### config.mk
export PLATFORM = sky130hd
export DESIGN_NAME = kuznechik_key_sequencer
export DESIGN_NICKNAME = d
export VERILOG_FILES = /design/src/rtl/kuznechik_pkg.sv /design/src/rtl/kuznechik_key_ram.sv /design/src/rtl/kuznechik_key_sequencer.sv
export SDC_FILE = /design/constraint.sdc
export NUM_CORES = 2
export LEC_CHECK = 0
export CORE_ASPECT_RATIO = 0.7
export CORE_MARGIN = 2
export CORE_UTILIZATION = 55
export CTS_BUF_LIST = sky130_fd_sc_hd__clkbuf_4
export CTS_CLUSTER_SIZE = 14
export DETAILED_ROUTE_END_ITERATION = 16
export PLACE_DENSITY = 0.75
export SLEW_MARGIN = 20
export SYNTH_ARGS = -nofsm -noshare
export SYNTH_HDL_FRONTEND = slang
export SYNTH_SLANG_ARGS = --single-unit
### constraint.sdc
create_clock -name i_clk -period 27.4 [get_ports i_clk]
set_input_delay 5.48 -clock i_clk [delete_from_list [all_inputs] [get_ports i_clk]]
set_output_delay 5.48 -clock i_clk [all_outputs]
set_load 0.02 [all_outputs]
### src/rtl/kuznechik_pkg.sv
// Shared constants and state encoding for the Kuznechik key-schedule blocks.
package kuznechik_pkg;
    localparam int KUZ_KW    = 128;
    localparam int KUZ_NKEYS = 10;
    localparam int KUZ_IW    = 4;

    typedef enum logic [1:0] {
        FILL,
        IDLE,
        REPLAY
    } keyseq_state_t;
endpackage

### src/rtl/kuznechik_key_ram.sv
// NKEYS x KW round-key register file: each write fills two adjacent slots,
// one asynchronous read port.
module kuznechik_key_ram
    import kuznechik_pkg::*;
#(
    parameter int NKEYS = KUZ_NKEYS,
    parameter int KW    = KUZ_KW
)
(
    input  logic              i_clk,
    input  logic              i_we,
    input  logic [KUZ_IW-1:0] i_wr_addr,
    input  logic [2*KW-1:0]   i_wr_data,
    input  logic [KUZ_IW-1:0] i_rd_addr,
    output logic [KW-1:0]     o_rd_data
);
    logic [KW-1:0]     r_mem [NKEYS];
    logic [KUZ_IW-1:0] w_wr_addr_hi;

    assign w_wr_addr_hi = i_wr_addr + KUZ_IW'(1);

    // Upper half of the pair is the even key, lower half the odd key.
    always_ff @(posedge i_clk) begin
        if (i_we) begin
            r_mem[i_wr_addr]    <= i_wr_data[2*KW-1:KW];
            r_mem[w_wr_addr_hi] <= i_wr_data[KW-1:0];
        end
    end

    assign o_rd_data = (i_rd_addr < KUZ_IW'(NKEYS)) ? r_mem[i_rd_addr] : '0;
endmodule

### src/rtl/kuznechik_key_sequencer.sv
// Round-key buffer between keygen and encryptor: fills from key pairs, replays
// over valid/ready. Define KUZ_KEYSEQ_REVERSE_EN to add the decrypt (reverse) order.
module kuznechik_key_sequencer
    import kuznechik_pkg::*;
#(
    parameter int NKEYS = KUZ_NKEYS,
    parameter int KW    = KUZ_KW
)
(
    input  logic              i_clk,
    input  logic              i_rst,
    input  logic              i_load,
    input  logic              i_pair_valid,
    input  logic [2*KW-1:0]   i_pair_in,
    input  logic              i_replay_req,
`ifdef KUZ_KEYSEQ_REVERSE_EN
    input  logic              i_decrypt,
`endif
    input  logic              i_key_ready,
    output logic              o_key_valid,
    output logic [KW-1:0]     o_round_key,
    output logic [KUZ_IW-1:0] o_key_index,
    output logic              o_store_full,
    output logic              o_replay_done,
    output logic              o_overflow
);
    localparam logic [KUZ_IW-1:0] LAST_SLOT = KUZ_IW'(NKEYS - 1);
    localparam logic [KUZ_IW-1:0] LAST_PAIR = KUZ_IW'(NKEYS - 2);

    keyseq_state_t     r_state;
    logic [KUZ_IW-1:0] r_wr_ptr;
    logic [KUZ_IW-1:0] r_rd_ptr;
    logic              r_reverse;
    logic              r_key_valid;
    logic [KW-1:0]     r_round_key;
    logic [KUZ_IW-1:0] r_key_index;
    logic              r_store_full;
    logic              r_replay_done;
    logic              r_overflow;

    logic              w_dec_req;
    logic              w_we;
    logic              w_accept;
    logic [KUZ_IW-1:0] w_rd_addr;
    logic [KUZ_IW-1:0] w_end_slot;
    logic [KW-1:0]     w_rd_data;

`ifdef KUZ_KEYSEQ_REVERSE_EN
    assign w_dec_req = i_decrypt;
`else
    assign w_dec_req = 1'b0;
`endif

    assign w_we       = (r_state == FILL) && i_pair_valid && !i_load && !i_rst;
    assign w_accept   = r_key_valid && i_key_ready;
    assign w_end_slot = r_reverse ? '0 : LAST_SLOT;

    // Address of the key to register next: the first slot when starting, else the neighbour.
    always_comb begin
        w_rd_addr = r_rd_ptr;
        if (r_state == IDLE)
            w_rd_addr = w_dec_req ? LAST_SLOT : '0;
        else if (r_reverse)
            w_rd_addr = r_rd_ptr - KUZ_IW'(1);
        else
            w_rd_addr = r_rd_ptr + KUZ_IW'(1);
    end

    kuznechik_key_ram #(.NKEYS(NKEYS), .KW(KW)) u_ram (
        .i_clk     (i_clk),
        .i_we      (w_we),
        .i_wr_addr (r_wr_ptr),
        .i_wr_data (i_pair_in),
        .i_rd_addr (w_rd_addr),
        .o_rd_data (w_rd_data)
    );

    always_ff @(posedge i_clk) begin
        if (i_rst || i_load) begin
            r_state       <= FILL;
            r_wr_ptr      <= '0;
            r_rd_ptr      <= '0;
            r_reverse     <= 1'b0;
            r_key_valid   <= 1'b0;
            r_round_key   <= '0;
            r_key_index   <= '0;
            r_store_full  <= 1'b0;
            r_replay_done <= 1'b0;
            if (i_rst)
                r_overflow <= 1'b0;
        end else begin
            r_replay_done <= 1'b0;
            if (i_pair_valid && r_state != FILL)
                r_overflow <= 1'b1;
            case (r_state)
                FILL: begin
                    if (i_pair_valid) begin
                        r_wr_ptr <= r_wr_ptr + KUZ_IW'(2);
                        if (r_wr_ptr == LAST_PAIR) begin
                            r_state      <= IDLE;
                            r_store_full <= 1'b1;
                        end
                    end
                end
                IDLE: begin
                    if (i_replay_req) begin
                        r_state     <= REPLAY;
                        r_reverse   <= w_dec_req;
                        r_rd_ptr    <= w_rd_addr;
                        r_key_valid <= 1'b1;
                        r_round_key <= w_rd_data;
                        r_key_index <= w_rd_addr;
                    end
                end
                REPLAY: begin
                    if (w_accept) begin
                        if (r_rd_ptr == w_end_slot) begin
                            r_state       <= IDLE;
                            r_key_valid   <= 1'b0;
                            r_replay_done <= 1'b1;
                        end else begin
                            r_rd_ptr    <= w_rd_addr;
                            r_round_key <= w_rd_data;
                            r_key_index <= w_rd_addr;
                        end
                    end
                end
                default: r_state <= FILL;
            endcase
        end
    end

    assign o_key_valid   = r_key_valid;
    assign o_round_key   = r_round_key;
    assign o_key_index   = r_key_index;
    assign o_store_full  = r_store_full;
    assign o_replay_done = r_replay_done;
    assign o_overflow    = r_overflow;
endmodule

### After elaboration in Yosys (flattened, before gate mapping)

Memory sizes are Yosys's and may differ from the RTL's.
Index checks and enable logic that the tools add are counted.

* bits in registers: 142
* RAM bits: 1280
* input port bits: 262
* output and inout port bits: 136
* logic and storage cells: 71
* memories: 1

Memory list
* u_ram.r_mem: depth 10, width 128, read ports 1, clocked after Yosys merged registers in 0, wr ports 2, line kuznechik_key_ram.sv:17 `logic [KW-1:0] r_mem [NKEYS];`

* add/sub/neg operators: 3
* order comparisons: 1
* eq/ne operators: 11
* muxes and demuxes: 26
* bitwise gates (word level): 2
* reduce and logical (&&, ||, !) cells: 19

Operators by type and width (number)
* $mux 128: 4
* $pmux 128 s2: 1
* $mux 4: 4
* $ne 2x2->1 const B: 6
* $mux 2: 5
* $mux 1: 9
* $add 4x1->4 const B: 2
* $eq 4x4->1 const B: 2
* $pmux 4 s2: 1
* $reduce_and 4->1: 2
* $pmux 2 s3: 1
* $reduce_bool 2->1: 3
* $logic_and 1x1->1: 5
* $reduce_and 5->1: 1
* $add 4x2->4 const B: 1
* $lt 4x4->1 const B: 1
* $reduce_and 2->1: 2
* $reduce_and 3->1: 1
* $reduce_or 3->1: 1
* $eq 2x1->1 const B: 1
* $eq 2x2->1 const B: 1
* $logic_not 1->1: 2
* $logic_not 2->1: 1
* $ne 2x1->1 const B: 1
* other kinds (3): 4

### Logic depth before layout (Yosys ltp)

* word-level depth: 7
* gate-level depth with buffers: 9
* depth with buffers taken out: 7

### Modules after synthesis

A second synthesis with hierarchy kept.

* cells, all modules: 4805
* area total of the unflattened synthesis: 70377.5 um2

By module, submodules not included
* kuznechik_key_ram: instances 1, cells an instance 4169, area an instance 65271.4 um2
* kuznechik_key_sequencer: instances 1, cells an instance 636, area an instance 5106.1 um2

### Least setup slack after synthesis

Ideal clock, no wire load.

* kind: input to register
* from: in i_load
* to: mem u_ram.r_mem[8][0] (netlist bit), enable pin
* library setup time: 1.239 ns
* arrival time: 24.517 ns
* data required time: 26.161 ns
* setup slack: 1.645 ns
* stages on the path: 4
* path buffers: 0
* cell sequence: or2_2 > inv_1 > nand3_1 > nor3b_1

RTL lines
* start: declaration: line kuznechik_key_sequencer.sv:12 `input logic i_load,`
* end: declaration: line kuznechik_key_ram.sv:17

==> impl_metrics.ini <==
[logic_synthesis]
synth_ff_type = edfxtp_1
ys_types = 51
syn_inst = 3830
ys_warn_count = 0
synth_top_area_cell = edfxtp_1
netlist_area_um2 = 57100
yosys.area.top_type_share = 0.673
synth.ff_latch_count = 1421
synth.avg_cell_area_um2 = 14.9
synth_nets = 4096
async_reset_ff_frac = 0
synth_area_leaders = edfxtp_1 (67%), dfxtp_1 (4.9%), mux2i_1 (4.5%), mux2_2 (2.5%), a21oi_1 (2.3%)
yosysSeqAreaShare = 0.722
synth_edf_count = 1281

[die]
die_width_um = 389
pin_count = 398
fp.coreArea_um2 = 103000
die_y_um = 274
initial_core_util = 0.557
num_rows = 98
die-area_um2 = 107000

[global_route]
grt.overflow.total = 0
grt_pass1_wl_um = 211000
grt_start_max_net_pins = 183
grt.total_usage = 0.260
antenna_found_initial = 25
grt_pass1_vias = 36316

[clock_network]
max-clock-path-buffers = 4
cts_tree = yes
clock_latency_ns = 1.14
cts_setup_buffers = 0
postCtsHoldBufs = 0
root_buffer = clkbuf_4
cts_buffers = 346
cts.repair.resized = 0
clkTransAtPathRegs_ns = 0.07
h-tree-depth = 5
cts_num_sinks = 1421

[drt]
wl_per_cell_um = 23.6
wl_um = 141000
via_per_inst = 6.00
postRouteAntennaNets = 0
num_vias = 35843
initialDrtViolationCount = 3187
post-route-drc-count = 0
dr.pass1.iters = 5

[timing]
fmax_mhz = 116
worst_pin_slew_ns = 1.17
rsz0062_at_grt = no
setup-tns-final_ns = 0
worst_slack_ns = 18.76
clock_skew_ns = 0.0819
maxSlewHeadroom = 0.218
maxSlewViolCount = 0
finalSetupViolations = 0
hold_violations = 0
fin_crit_ns = 8.64
post-route-period-util = 0.315

[worst_setup_path]
r2r_end = o_round_key[85]
end_kind = register
critPathKind = in -> reg
crit_required_ns = 28.09
worstSetupStartpointType = primary input
r2r-start = o_key_index[0]
regToRegSetupSlack_ns = 22.70
crit_path_max_fanout = 62
critPathArrivalTime_ns = 9.33
r2r_cells = 7

[placed_design]
hpwlAfterDp_um = 74900
routabilityCongestion = 0.784
port_buffers = 397
place_inst = 5348
pre_cts_slack_ns = 17.63

[pwr]
p_int_uw = 3350
sw_frac_of_total = 0.206
p_leak_uw = 0.0211
powerDensity_nw_per_um2 = 63.3
power_frac_comb = 0.022
clkPwrFrac = 0.413
power.switching_uw = 865
ir_drop_v = 0.0000432
p_seq_frac = 0.565

[min_path]
hold_depth = 2
whs_endpoint = o_round_key[9]
worstHoldStart = o_round_key[9]
hp-class = reg -> reg

[layout]
area_growth_pct = 16.4
fin_nets = 4614
drive_gt1_frac = 0.184
final_cells = 5971

[flow_run]
drv_cap = 0

[run_status]
run_status = complete, no violations
[Yosys cell counts (2+ instances only)]
| master | number |
|---|---|
| edfxtp_1 | 1281 |
| nor2_1 | 270 |
| a21oi_1 | 263 |
| mux2i_1 | 257 |
| o31ai_1 | 168 |
| clkbuf_1 | 156 |
| dfxtp_1 | 140 |
| nand2_1 | 134 |
| nand2b_1 | 132 |
| nor3_1 | 131 |
| o21ai_0 | 129 |
| nor2b_1 | 128 |
| mux2_2 | 127 |
| o22ai_1 | 127 |
| a221oi_1 | 112 |
| o31ai_2 | 86 |
| buf_2 | 82 |
| buf_6 | 22 |
| a221oi_2 | 15 |
| buf_1 | 15 |
| buf_4 | 7 |
| ha_1 | 4 |
| inv_1 | 4 |
| nand3_1 | 4 |
| a31oi_1 | 3 |
| xnor2_1 | 3 |
| and2_1 | 2 |
| buf_12 | 2 |
| clkbuf_4 | 2 |
| nor4b_1 | 2 |
| xor2_1 | 2 |
[registers in the layout, summed over array words and instances (netlist names)]
| signal | cells |
|---|---|
| o_replay_done | 1 |
| r_state | 2 |
| o_key_valid | 1 |
| o_overflow | 1 |
| o_round_key | 128 |
| o_store_full | 1 |
| r_wr_ptr | 3 |
| o_key_index | 4 |
| u_ram.r_mem | 1280 |
[metal layers]
| layer | global-route usage | share of wire |
|---|---|---|
| met1 | 0.360 | 0.42 |
| met2 | 0.406 | 0.48 |
| met3 | 0.0547 | 0.084 |
| met4 | 0.104 | 0.017 |
| met5 | 0 | 0.00096 |
[worst max-delay path: stages]
cell and delay, ns:
clkdlybuf4s50_1 0.41, or2_2 0.42, inv_1 0.18, nand3_1 0.23, nor3_2 0.26, buf_4 0.61, buf_4 0.76, buf_4 0.85
[layout by cell type, fill, tap and decap left out, types with 5 or more instances in the layout]
| cell | instances |
|---|---|
| a21oi_1 | 263 |
| a221oi_1 | 112 |
| a221oi_2 | 15 |
| buf_12 | 7 |
| buf_4 | 51 |
| bufinv_16 | 6 |
| clkbuf_4 | 526 |
| clkdlybuf4s50_1 | 397 |
| clkinv_1 | 67 |
| clkinv_2 | 5 |
| dfxtp_1 | 139 |
| diode_2 | 14 |
| edfxtp_1 | 1281 |
| mux2_2 | 127 |
| mux2i_1 | 257 |
| nand2_1 | 133 |
| nand2b_1 | 131 |
| nor2_1 | 266 |
| nor2b_1 | 128 |
| nor3_1 | 129 |
| o21ai_0 | 129 |
| o22ai_1 | 127 |
| o31ai_1 | 168 |
| o31ai_2 | 86 |
[cells by family (layout without fill, tap and decap cells)]
group,Yosys count,count (layout),share of synthesized area
buffers and inverters,290,1067,0.0249
XOR/XNOR,5,5,0.000767
AND/OR/NAND/NOR,812,812,0.0686
flip-flops,1421,1421,0.722
multiplexers,384,384,0.0700
adder cells (fa/ha/maj),4,4,0.000876
other,0,14,0
AO/OA/AOI/OAI,914,914,0.113
[through the flow]
step	util	total power [uW]	cell area [um^2]	hold slack, ns
after floorplan	-	2460	57100	0.532
after global placement	0.605	2520	62000	0.436
after detailed placement	0.605	2520	62000	0.444
after CTS	0.648	4250	66400	0.458
after global routing	0.649	4370	66500	0.480
final	0.649	4210	66500	0.455
[how the worst max path moves through the flow]
stage	startpoint	to	cells past startpoint
CTS	i_load	u_ram.r_mem[4][75]	7
floorplan	i_load	u_ram.r_mem[8][0]	4
global route	i_rst	u_ram.r_mem[0][75]	8
finish	i_load	u_ram.r_mem[0][75]	8
detailed placement	i_load	u_ram.r_mem[5][61]	7
global placement	i_load	u_ram.r_mem[4][61]	7
[power groups by stage]
stage	Clock [uW]	Sequential, uW	Combinational, uW
after floorplan	0	2440	18.2
after global placement	0	2430	90.6
after detailed placement	0	2430	92.3
after CTS	1780	2380	92.8
after global routing	1890	2380	99.4
final	1740	2380	92.7
[cell type report]
cell class | instances | area [um^2]
multi-input combinational | 2119 | 14500
antenna | 14 | 35.0
clock buffer | 526 | 3950
inverter | 4 | 15.0
tap | 1350 | 1690
sequential | 1421 | 41300
clock inverter | 81 | 468
timing repair buffer | 456 | 4520
fill | 7312 | 36000
(Power assumes the default switching activity.)
